File: config.mk
export PLATFORM = sky130hd
export DESIGN_NAME = uart_tx_sched
export DESIGN_NICKNAME = d
export VERILOG_FILES = /design/src/rtl/uart_tx_sched_pkg.sv /design/src/rtl/uart_tx_sched_fifo.sv /design/src/rtl/uart_tx_sched.sv
export SDC_FILE = /design/constraint.sdc
export NUM_CORES = 1
export LEC_CHECK = 0
export ABC_AREA = 1
export ABC_CLOCK_PERIOD_IN_PS = 3200
export CORE_MARGIN = 2
export CORE_UTILIZATION = 51
export DETAILED_ROUTE_END_ITERATION = 7
export PLACE_DENSITY = 0.82
export SLEW_MARGIN = 40
export SYNTH_ARGS = -nofsm -noshare
export SYNTH_HDL_FRONTEND = slang
export SYNTH_SLANG_ARGS = --single-unit
File: constraint.sdc
create_clock -name clk -period 3.2 [get_ports clk]
set_clock_uncertainty 0.2 [all_clocks]
set_input_delay 0.32 -clock clk [delete_from_list [all_inputs] [get_ports clk]]
set_output_delay 0.32 -clock clk [all_outputs]
set_load 0.01 [all_outputs]
File: src/rtl/uart_tx_sched_pkg.sv
// Shared definitions for the UART transmit scheduler: FSM encoding,
// register offsets and STATUS/CTRL bit positions.
package uart_tx_sched_pkg;

    typedef enum logic [1:0] {
        ST_IDLE      = 2'd0,
        ST_START     = 2'd1,
        ST_WAIT_DONE = 2'd2,
        ST_GAP       = 2'd3
    } tx_state_t;

    localparam logic REG_TXDATA = 1'b0;
    localparam logic REG_CTRL   = 1'b1;

    localparam int CTRL_EN_BIT    = 0;
    localparam int CTRL_FLUSH_BIT = 1;

    localparam int STAT_EMPTY_BIT = 0;
    localparam int STAT_FULL_BIT  = 1;
    localparam int STAT_BUSY_BIT  = 2;
    localparam int STAT_OVF_BIT   = 3;
    localparam int STAT_EN_BIT    = 4;
    localparam int STAT_COUNT_LSB = 8;

endpackage

File: src/rtl/uart_tx_sched_fifo.sv
// Synchronous byte FIFO with occupancy count and single-cycle flush.
// A push into a full FIFO is accepted only when a pop happens in the same cycle.
module sync_fifo #(
    parameter int DEPTH = 8,
    parameter int WIDTH = 8
) (
    input  logic                     clk,
    input  logic                     rst,
    input  logic                     push,
    input  logic                     pop,
    input  logic                     flush,
    input  logic [WIDTH-1:0]         din,
    output logic [WIDTH-1:0]         dout,
    output logic [$clog2(DEPTH):0]   count,
    output logic                     full,
    output logic                     empty
);

    localparam int AW = $clog2(DEPTH);
    localparam int CW = AW + 1;

    logic [WIDTH-1:0] mem [DEPTH];
    logic [AW-1:0]    wr_ptr;
    logic [AW-1:0]    rd_ptr;
    logic             do_push;
    logic             do_pop;

    assign full    = (count == CW'(DEPTH));
    assign empty   = (count == '0);
    assign do_pop  = pop && !empty;
    assign do_push = push && (!full || do_pop);
    assign dout    = mem[rd_ptr];

    // Pointers wrap naturally because DEPTH is a power of two.
    always_ff @(posedge clk) begin
        if (!rst) begin
            wr_ptr <= '0;
            rd_ptr <= '0;
            count  <= '0;
        end else if (flush) begin
            wr_ptr <= '0;
            rd_ptr <= '0;
            count  <= '0;
        end else begin
            if (do_push) wr_ptr <= wr_ptr + AW'(1);
            if (do_pop)  rd_ptr <= rd_ptr + AW'(1);
            case ({do_push, do_pop})
                2'b10:   count <= count + CW'(1);
                2'b01:   count <= count - CW'(1);
                default: count <= count;
            endcase
        end
    end

    always_ff @(posedge clk) begin
        if (rst && !flush && do_push) mem[wr_ptr] <= din;
    end

endmodule

File: src/rtl/uart_tx_sched.sv
// Bus-mapped transmit scheduler: buffers bytes in a FIFO and feeds them one at
// a time to a uart_tx core, with CTRL/STATUS registers and an idle interrupt.
module uart_tx_sched
    import uart_tx_sched_pkg::*;
#(
    parameter int DEPTH = 8,
    parameter int CW    = 4
) (
    input  logic        clk,
    input  logic        rst,
    input  logic        cs,
    input  logic        we,
    input  logic        re,
    input  logic        addr,
    input  logic [31:0] wdata,
    output logic [31:0] rdata,
    output logic        Tx_req,
    output logic [7:0]  Uart_data,
    input  logic        Tx_Active,
    input  logic        Tx_Done,
    output logic        irq,
    output tx_state_t   dbg_state
);

    logic          wr_txdata;
    logic          wr_ctrl;
    logic          rd_status;
    logic          flush;
    logic          launch;
    logic          ovf_set;
    logic          en;
    logic          ovf;
    logic [7:0]    fifo_dout;
    logic [CW-1:0] count;
    logic          full;
    logic          empty;
    logic [31:0]   status_word;
    tx_state_t     state;
    logic          unused_wdata;

    assign wr_txdata    = cs && we && (addr == REG_TXDATA);
    assign wr_ctrl      = cs && we && (addr == REG_CTRL);
    assign rd_status    = cs && re && (addr == REG_CTRL);
    assign flush        = wr_ctrl && wdata[CTRL_FLUSH_BIT];
    assign unused_wdata = ^wdata[31:8];

    // Launch handshake with uart_tx: Tx_req is a one-cycle valid pulse that is
    // only issued while uart_tx reports !Tx_Active; the byte is considered
    // consumed on the Tx_Done pulse, after which one GAP cycle lets uart_tx
    // return to idle before the next launch may be considered.
    assign launch  = (state == ST_IDLE) && en && !empty && !Tx_Active;
    assign ovf_set = wr_txdata && full && !launch && !flush;
    assign irq     = en && empty && (state == ST_IDLE);
    assign dbg_state = state;

    sync_fifo #(
        .DEPTH (DEPTH),
        .WIDTH (8)
    ) u_fifo (
        .clk   (clk),
        .rst   (rst),
        .push  (wr_txdata),
        .pop   (launch),
        .flush (flush),
        .din   (wdata[7:0]),
        .dout  (fifo_dout),
        .count (count),
        .full  (full),
        .empty (empty)
    );

    always_comb begin
        status_word                            = '0;
        status_word[STAT_COUNT_LSB +: CW]      = count;
        status_word[STAT_EN_BIT]               = en;
        status_word[STAT_OVF_BIT]              = ovf;
        status_word[STAT_BUSY_BIT]             = (state != ST_IDLE);
        status_word[STAT_FULL_BIT]             = full;
        status_word[STAT_EMPTY_BIT]            = empty;
    end

    // Register file; an overflow in the same cycle as a STATUS read wins.
    always_ff @(posedge clk) begin
        if (!rst) begin
            en    <= 1'b1;
            ovf   <= 1'b0;
            rdata <= '0;
        end else begin
            if (wr_ctrl) en <= wdata[CTRL_EN_BIT];
            if (ovf_set)        ovf <= 1'b1;
            else if (rd_status) ovf <= 1'b0;
            if (cs && re) rdata <= (addr == REG_CTRL) ? status_word : 32'h0;
        end
    end

    always_ff @(posedge clk) begin
        if (!rst) begin
            state     <= ST_IDLE;
            Tx_req    <= 1'b0;
            Uart_data <= '0;
        end else begin
            case (state)
                ST_IDLE: begin
                    if (launch) begin
                        state     <= ST_START;
                        Tx_req    <= 1'b1;
                        Uart_data <= fifo_dout;
                    end
                end
                ST_START: begin
                    state  <= ST_WAIT_DONE;
                    Tx_req <= 1'b0;
                end
                ST_WAIT_DONE: begin
                    if (Tx_Done) state <= ST_GAP;
                end
                ST_GAP: begin
                    state <= ST_IDLE;
                end
                default: begin
                    state  <= ST_IDLE;
                    Tx_req <= 1'b0;
                end
            endcase
        end
    end

endmodule

==> flow_metrics.tcl <==
set metrics [dict create \
    grt_start_max_net_pins 35 \
    path_cells "inv_1 -> ha_1 -> nand2_1 -> nor2_4 -> nand2_4 -> a21oi_4 -> inv_1 -> nor2_1 -> nand2_1 -> nor2_1 -> buf_4" \
    antenna_left 0 \
    num_rows 32 \
    synth_cell_types 33 \
    drc_errors 0 \
    cts_buffers 9 \
    synth_warnings 0 \
    ys.flop_type "edfxtp_1" \
    drt-wirelength-per-cell_um 15.42 \
    crit_required_ns 3.07 \
    fill_cells 618 \
    die_y_um 93.10 \
    gp_congestion 0.8076 \
    grt_pass1_vias 2717 \
    via_per_inst 5.404 \
    reg2reg_from "dbg_state[0]" \
    layout-drive-gt1-share 0.08879 \
    worst_slew_pin_slew_ns 0.6635 \
    clockRootBuffer "clkbuf_8" \
    r2r_setup_slack_ns 0.65 \
    track_usage 0.1934 \
    arrival_ns 2.42 \
    area_delta_synth_final_pct 14.96 \
    crit_fanout 16 \
    antenna_found_initial 0 \
    hold_slack_ns 0.2676 \
    numClockSinks 96 \
    synth_edf_count 64 \
    cts_tree "yes" \
    design.core.area_um2 7727 \
    grt_overflow 0 \
    rsz0062_at_grt "no" \
    drtIter0Drc 226 \
    place_area_um2 4479 \
    p_leak_uw 0.001659 \
    power_density_nw_per_um2 643.0 \
    finalSetupTns_ns 0 \
    antennaDiodeCount 0 \
    finalHoldViolCount 0 \
    dp_hpwl_um 5340 \
    start_util 0.5240 \
    cts_resized 0 \
    portBuffers 36 \
    crit_path_end "u_fifo.mem[4][7]" \
    ctsHoldBuffers 0 \
    yosys_register_bits 96 \
    period_share 0.7972 \
    slew_headroom 0.5571 \
    design_area_um2 4654 \
    die_w_um 93.10 \
    crit_start "dbg_state[0]" \
    hold_class "reg2reg" \
    fin_nets 470 \
    clkLatencyLatePin_ns 0.36 \
    path_depth 11 \
    cts_buffer_depth 2 \
    grt_pass1_wl_um 12770 \
    endpoint_kind "flip-flop" \
    clkSlewWorstSetupHoldPaths_ns 0.08 \
    maxCapViolCount 0 \
    clock.fmax_ghz 0.3920 \
    fin_crit_ns 2.551 \
    synth-async-reset-ratio 0 \
    htreeDepth 3 \
    die_area_um2 8668 \
    worstReg2RegEnd "u_fifo.mem[4][7]" \
    reg2regPathDepth 11 \
    cp_top_family "simple AND/OR/NAND/NOR gates" \
    syn-cell-area_um2 4049 \
    post-cts-setup-buffers 0 \
    irDropWorstVdd_v 0.0002899 \
    drt_wl_total_um 8175 \
    outcome "complete, no violations" \
    worst-path-buf-inv 3 \
    vias 2864 \
    ios 84 \
    synth_area_per_cell_um2 10.65 \
    slew_violations 0 \
    firstDrtPassIters 4 \
    crit_path_start_kind "flip-flop" \
    cpPeakStageDelay_ns 0.33 \
    netlist_instances 380 \
    path_class "reg2reg" \
    setup_viol 0 \
    synth-seq-area-share 0.6329 \
    critPathSlowestCell "dfxtp_1" \
]
## metal layers
layer  global-route usage  wire length, um  vias up
met3              0.04512              713       17
li1                     -                -     1379
met5                    0                0        -
met2               0.3213             4027      129
met4              0.08211              142        0
met1               0.2438             3292     1339
## logic make-up (layout without fill, tap and decap cells)
logic type               after synthesis  after routing  share of synthesized area
other                                  1             23                  0.0009262
adder cells (fa/ha/maj)                7              7                    0.02163
flip-flops                            96             96                     0.6329
AND/OR/NAND/NOR                      119            119                     0.1258
buffers and inverters                 58             84                    0.07540
AO/OA/AOI/OAI                         99             99                     0.1434
## state kept, by name, indices dropped and copies added, names as in the netlist
| register | count |
|---|---|
| Tx_req | 1 |
| Uart_data | 8 |
| dbg_state | 2 |
| en | 1 |
| ovf | 1 |
| rdata | 9 |
| u_fifo.count | 4 |
| u_fifo.mem | 64 |
| u_fifo.rd_ptr | 3 |
| u_fifo.wr_ptr | 3 |
## cell type report
| cell class | instances | area, um^2 | share of cell area |
|---|---|---|---|
| clock buffers | 12 | 145.1 | 0.03118 |
| clock inverters | 4 | 30.03 | 0.006452 |
| inverters | 20 | 75.07 | 0.01613 |
| multi-input cells | 248 | 1264 | 0.2715 |
| flip-flops and latches | 96 | 2562 | 0.5505 |
| well taps | 102 | 127.6 | 0.02742 |
| repair buffers | 48 | 450.4 | 0.09677 |
## cell usage in the layout (no fill, tap or decap), types with 7 or more instances in the layout
| cell type | instances |
|---|---|
| conb_1 | 23 |
| ha_1 | 7 |
| nor2_1 | 45 |
| o21ai_0 | 42 |
| o22ai_1 | 8 |
| clkdlybuf4s50_1 | 36 |
| o211ai_1 | 8 |
| nand3_1 | 10 |
| edfxtp_1 | 64 |
| a21oi_1 | 27 |
| buf_4 | 12 |
| o221ai_1 | 8 |
| clkbuf_8 | 10 |
| dfxtp_1 | 32 |
| inv_1 | 18 |
| nand2_1 | 50 |
## per-stage QoR
step | utilization | instances | setup slack, ns | power (uW)
6_report | 0.6023 | 530 | 0.6490 | 2993
2_1_floorplan | - | 402 | 0.8064 | 2025
3_3_place_gp | 0.5797 | 514 | 0.7104 | 2256
5_1_grt | 0.6023 | 530 | 0.4663 | 3155
3_5_place_dp | 0.5797 | 514 | 0.6522 | 2296
4_1_cts | 0.6023 | 530 | 0.6408 | 2999
## worst min path at each step
| stage | start | endpoint | cells past startpoint |
|---|---|---|---|
| CTS | Uart_data[3] | Uart_data[3] | 2 |
| global placement | ovf | rdata[3] | 2 |
| floorplan | rst | en | 1 |
| global route | Uart_data[6] | Uart_data[6] | 2 |
| detailed placement | Uart_data[3] | Uart_data[3] | 2 |
| finish | Uart_data[1] | Uart_data[1] | 2 |
## synth_stat cells (2+ instances only)
cell type / instances / area share
nand3_1: 10 / 0.012
inv_1: 19 / 0.018
o211ai_1: 8 / 0.015
nand2_1: 50 / 0.046
nor2_2: 3 / 0.0046
dfxtp_1: 32 / 0.16
clkbuf_1: 13 / 0.012
edfxtp_1: 64 / 0.47
ha_1: 7 / 0.022
o21ai_0: 42 / 0.052
o221ai_1: 8 / 0.017
nand2_2: 2 / 0.0031
o22ai_1: 8 / 0.012
a21oi_1: 27 / 0.033
buf_4: 23 / 0.043
nand2_4: 2 / 0.0056
nor2_1: 45 / 0.042
nand4_1: 2 / 0.0031
## power breakdown
part	internal [uW]	total, uW	leakage [uW]	switching, uW
Combinational	303	824	0.000736	521
Clock	308	720	0.0000870	412
Sequential	1390	1450	0.000836	56.1
## worst min-delay path, stage by stage (launching register included)
cell and delay (ns):
dfxtp_1 0.32, nand2_1 0.06, a21oi_1 0.05
Note: power is estimated with default switching activity, not from simulation.
